[config.mk]
export PLATFORM = sky130hd
export DESIGN_NAME = imm_ext_pipe
export DESIGN_NICKNAME = d
export VERILOG_FILES = /design/src/rtl/imm_ext_pipe.sv
export SDC_FILE = /design/constraint.sdc
export NUM_CORES = 1
export LEC_CHECK = 0
export CORE_ASPECT_RATIO = 1.75
export CORE_MARGIN = 2
export CORE_UTILIZATION = 49
export CTS_BUF_LIST = sky130_fd_sc_hd__clkbuf_2 sky130_fd_sc_hd__clkbuf_4 sky130_fd_sc_hd__clkbuf_8
export DETAILED_ROUTE_END_ITERATION = 7
export MAX_ROUTING_LAYER = met4
export PLACE_DENSITY = 0.82
export REMOVE_ABC_BUFFERS = 1
export SETUP_SLACK_MARGIN = 0.05
export SYNTH_ARGS = -nofsm -noshare
export SYNTH_HDL_FRONTEND = slang
export SYNTH_SLANG_ARGS = --single-unit
[constraint.sdc]
create_clock -name clk -period 1.6 [get_ports clk]
set_clock_uncertainty 0.15 [all_clocks]
set_input_delay 0.32 -clock clk [delete_from_list [all_inputs] [get_ports clk]]
set_output_delay 0.32 -clock clk [all_outputs]
set_load 0.1 [all_outputs]
[src/rtl/imm_ext_pipe.sv]
// Immediate extender with a two-slot skid buffer: the extension is computed on
// the input side so each slot stores the final result alongside its tag.
module imm_ext_pipe #(
    parameter int IN_W  = 16,
    parameter int OUT_W = 32,
    parameter int SHIFT = 2,
    parameter int TAG_W = 4
) (
    input  logic             clk,
    input  logic             rst_n,
    input  logic             in_valid,
    output logic             in_ready,
    input  logic [IN_W-1:0]  in_imm,
    input  logic [1:0]       in_mode,
    input  logic [TAG_W-1:0] in_tag,
    output logic             out_valid,
    input  logic             out_ready,
    output logic [OUT_W-1:0] out_data,
    output logic [TAG_W-1:0] out_tag,
    output logic [1:0]       occ
);

    localparam logic [1:0] MODE_ZERO   = 2'b00;
    localparam logic [1:0] MODE_SIGN   = 2'b01;
    localparam logic [1:0] MODE_UPPER  = 2'b10;
    localparam logic [1:0] MODE_BRANCH = 2'b11;

    logic             main_valid_reg;
    logic [OUT_W-1:0] main_data_reg;
    logic [TAG_W-1:0] main_tag_reg;
    logic             skid_valid_reg;
    logic [OUT_W-1:0] skid_data_reg;
    logic [TAG_W-1:0] skid_tag_reg;

    logic [OUT_W-1:0] zext;
    logic [OUT_W-1:0] sext;
    logic [OUT_W-1:0] ext_next;
    logic             in_fire;
    logic             out_fire;
    logic             main_free;

    always_comb begin
        zext     = OUT_W'(in_imm);
        sext     = OUT_W'($signed(in_imm));
        ext_next = zext;
        case (in_mode)
            MODE_ZERO:   ext_next = zext;
            MODE_SIGN:   ext_next = sext;
            MODE_UPPER:  ext_next = zext << (OUT_W - IN_W);
            MODE_BRANCH: ext_next = sext << SHIFT;
            default:     ext_next = zext;
        endcase
    end

    // in_ready depends only on the skid flag, so out_ready never reaches it.
    assign in_ready  = rst_n & ~skid_valid_reg;
    assign in_fire   = in_valid & in_ready;
    assign out_fire  = main_valid_reg & out_ready;
    assign main_free = ~main_valid_reg | out_fire;

    always_ff @(posedge clk) begin
        if (!rst_n) begin
            main_valid_reg <= 1'b0;
            main_data_reg  <= '0;
            main_tag_reg   <= '0;
            skid_valid_reg <= 1'b0;
            skid_data_reg  <= '0;
            skid_tag_reg   <= '0;
        end else begin
            if (main_free) begin
                // A full skid always refills MAIN first to preserve order.
                if (skid_valid_reg) begin
                    main_valid_reg <= 1'b1;
                    main_data_reg  <= skid_data_reg;
                    main_tag_reg   <= skid_tag_reg;
                end else if (in_fire) begin
                    main_valid_reg <= 1'b1;
                    main_data_reg  <= ext_next;
                    main_tag_reg   <= in_tag;
                end else begin
                    main_valid_reg <= 1'b0;
                end
            end

            if (in_fire && !main_free) begin
                skid_valid_reg <= 1'b1;
                skid_data_reg  <= ext_next;
                skid_tag_reg   <= in_tag;
            end else if (out_fire && skid_valid_reg) begin
                skid_valid_reg <= 1'b0;
            end
        end
    end

    assign out_valid = main_valid_reg;
    assign out_data  = main_data_reg;
    assign out_tag   = main_tag_reg;
    assign occ       = {1'b0, main_valid_reg} + {1'b0, skid_valid_reg};

endmodule

==> impl_metrics.tcl <==
set metrics [dict create \
    run_status "complete, but fails checks" \
    violated_checks "negative setup slack" \
    leak_nw 2.457 \
    syn2layout_area_growth_pct 60.72 \
    max_clock_freq_mhz 547.9 \
    worst_setup_hold_path_clk_slew_ns 0.08 \
    synthesis.yosys.warnings 0 \
    synthMuxAreaShare_pct 1.376 \
    fin_total_pwr_w 0.005406 \
    floorplan.io_pins 66 \
    setup-violations-final 55 \
    drv_slew 0 \
    dieArea_mm2 0.008156 \
    cts_tree "done" \
    dieWidth_um 69.13 \
    vias 4075 \
    synthDominantCellAreaShare_pct 40.73 \
    clkSinkCount 74 \
    synth_area_per_cell_um2 9.965 \
    worst_slack_ns -0.2252 \
    synthDominantAreaCellType "sky130_fd_sc_hd__dfxtp_1" \
    inserted_clock_buffers 9 \
    netlist-cell-type-count 39 \
    sequential_cell_area_mm2 0.001484 \
    critPathKind "register to register" \
    cp_max_fo 20 \
    drt-wirelength-per-cell_um 25.92 \
    drc 0 \
    drive_above_1_share_pct 35.14 \
    num-fill-cells 391 \
    antennaDiodeCount 0 \
    route.final.wire_length_um 14700 \
    start_util_pct 50.64 \
    synth-adder-area-share_pct 0.3440 \
    final-hold-violation-count 0 \
    critical_path_arrival_ns 1.91 \
    worst_ir_drop_vdd_mv 0.7376 \
    syn-instance-count 365 \
    floorplan.rows 41 \
    yosys.area_share.simple_pct 14.52 \
    placement.setup.worst_slack_ns -0.8076 \
    wire_length_of_the_first_global_routing_pass_um 18930 \
    clock_latency_of_the_later_clocked_register_in_the_worst_skew_pair_ns 0.36 \
    nNetsFinal 504 \
    cts_buffer_depth 2 \
    drt.antenna.violating_nets 0 \
    timing.max_slew.rel_slack_pct 72.39 \
    hp-class "register to register" \
    worst_slew_pin_slew_ns 0.4134 \
    globalplace.congestion 0.8251 \
    synth_area_mm2 0.003637 \
    finalCritPeriodShare_pct 114.1 \
    synth.yosys.seq_area_share_pct 40.73 \
    synth_ff_type "sky130_fd_sc_hd__dfxtp_1" \
    final_core_utilization_pct 81.39 \
    post_synth_main_area_contributors "sky130_fd_sc_hd__dfxtp_1 (41%), sky130_fd_sc_hd__a32o_1 (7.7%), sky130_fd_sc_hd__a211o_1 (6.0%), sky130_fd_sc_hd__a2111o_1 (4.6%), sky130_fd_sc_hd__nand2b_1 (4.6%)" \
    synthXorXnorAreaFrac_pct 0 \
    grt-ovfl-total 0 \
    synth_enable_flop_cells 0 \
    grt_usage_pct 29.58 \
    setup.worst_path.start_class "register" \
    clock_tree.htree_level_count 3 \
    dr.first_iter.drc_count 598 \
    vias_per_cell 7.187 \
    synth_top_family_by_area "compound AO/OA/AOI/OAI gates" \
    core_area_mm2 0.007182 \
    numPortBuffers 65 \
    cts-root-buf "sky130_fd_sc_hd__clkbuf_8" \
    drt_pass1_iterations 6 \
    rsz0062_at_grt "true" \
    grt_start_max_net_pins 32 \
    cp_data_required_time_ns 1.68 \
    drv.max_cap_violation_count 0 \
    synth_compound_area_share_pct 34.92 \
    synthArstFlopShare_pct 0 \
    via_count_of_the_first_global_routing_pass 3888 \
    number_of_antenna_violations_at_the_first_check_in_global_routing 0 \
    detailedPlacementHpwl_um 6927 \
    power_density_mw_per_mm2 924.7 \
    synthesized_flop_and_latch_total 74 \
    multiInputGateArea_mm2 0.002046 \
    post-route-min-period_ns 1.825 \
    endpoint_kind "register" \
    die_h_um 118.0 \
]
stage by stage:
step | area, um^2 | setup TNS, ns | std cells | hold slack [ns]
2_1_floorplan | 3356 | -84.64 | 320 | 0.2717
3_3_place_gp | 4979 | -40.82 | 521 | 0.2960
3_5_place_dp | 4979 | -43.84 | 521 | 0.3114
4_1_cts | 5446 | -0.5832 | 552 | 0.3215
5_1_grt | 5846 | -5.624 | 567 | 0.3559
6_report | 5846 | -2.974 | 567 | 0.3398
worst max-delay path: stages (launching register included):
cell and delay [ns]:
sky130_fd_sc_hd__dfxtp_2 0.34, sky130_fd_sc_hd__buf_8 0.14, sky130_fd_sc_hd__buf_6 0.15, sky130_fd_sc_hd__and4b_1 0.30
sky130_fd_sc_hd__buf_12 0.17, sky130_fd_sc_hd__a21oi_1 0.09, sky130_fd_sc_hd__nor3_1 0.35
path summary, 6_finish.rpt:
check	from	end	slack, ns	cells past startpoint
worst max-delay path	skid_valid_reg	skid_data_reg[11]	-0.23	6
worst min-delay path	skid_data_reg[21]	skid_data_reg[21]	0.34	1
worst max register to register	skid_valid_reg	skid_data_reg[11]	-0.23	6
worst min register to register	skid_data_reg[21]	skid_data_reg[21]	0.34	1
report_power, final:
| group | switching [W] | total, W | leakage [nW] | internal [W] |
|---|---|---|---|---|
| logic | 0.00114 | 0.00193 | 1.75 | 0.000793 |
| registers | 0.000110 | 0.00205 | 0.604 | 0.00194 |
| clock network | 0.000699 | 0.00142 | 0.101 | 0.000720 |
| total | 0.00195 | 0.00541 | 2.46 | 0.00346 |
cell type report:
class | count | share of cell area [%]
multi-input combinational | 244 | 35.00
clock buffer | 13 | 3.061
timing repair buffer | 145 | 34.31
sequential | 74 | 25.39
inverter | 3 | 0.2354
clock inverter | 2 | 0.1712
tap | 86 | 1.841
kinds of logic (layout without fill, tap and decap cells):
group                      Yosys count  after routing
muxes                                5              5
buffers and inverters               48            163
AOI/OAI and AO/OA                  154            154
DFF                                 74             74
and+or+nand+nor                     83             84
adders and majority gates            1              1
layout by cell type, fill, tap and decap left out, types with 3 or more instances in the layout:
cell	count
sky130_fd_sc_hd__a2111o_1	15
sky130_fd_sc_hd__a2111oi_2	9
sky130_fd_sc_hd__a211o_1	25
sky130_fd_sc_hd__a211oi_1	8
sky130_fd_sc_hd__a21oi_1	29
sky130_fd_sc_hd__a21oi_2	3
sky130_fd_sc_hd__a32o_1	28
sky130_fd_sc_hd__and3_1	14
sky130_fd_sc_hd__buf_12	55
sky130_fd_sc_hd__buf_4	45
sky130_fd_sc_hd__buf_6	12
sky130_fd_sc_hd__clkbuf_16	5
sky130_fd_sc_hd__clkbuf_8	13
sky130_fd_sc_hd__clkdlybuf4s50_1	20
sky130_fd_sc_hd__dfxtp_1	72
sky130_fd_sc_hd__dlygate4sd2_1	5
sky130_fd_sc_hd__mux2i_1	5
sky130_fd_sc_hd__nand2_1	3
sky130_fd_sc_hd__nand2b_1	27
sky130_fd_sc_hd__nand3_1	5
sky130_fd_sc_hd__nor2_4	3
sky130_fd_sc_hd__nor2b_1	4
sky130_fd_sc_hd__nor3_1	9
sky130_fd_sc_hd__o211a_1	14
sky130_fd_sc_hd__o211ai_1	3
sky130_fd_sc_hd__o21ai_0	9
sky130_fd_sc_hd__or3_1	3
synthesized netlist by cell type (all sizes together), types with 12 or more instances:
library cell / instances
a32o: 28
dfxtp: 74
a2111o: 15
o211a: 14
a211o: 25
a21oi: 33
clkbuf: 20
o21ai: 12
and3: 14
nand2b: 27
buf: 25
nor3: 12
metal layers:
metal	up-vias	track usage, %	routed length, um
li1	1666	-	-
met1	1947	31.89	4984
met2	331	49.28	7161
met3	131	4.966	1251
met4	0	19.36	1302
met5	-	-	0
what timing repair did:
action                     CTS  global route
gates cloned                 2             6
buffers inserted            14            10
resized for setup           37            38
setup endpoints to repair   75            74
pin swaps                    8            13
hold buffers                 0             0
Power figures use the tool's default switching activity.
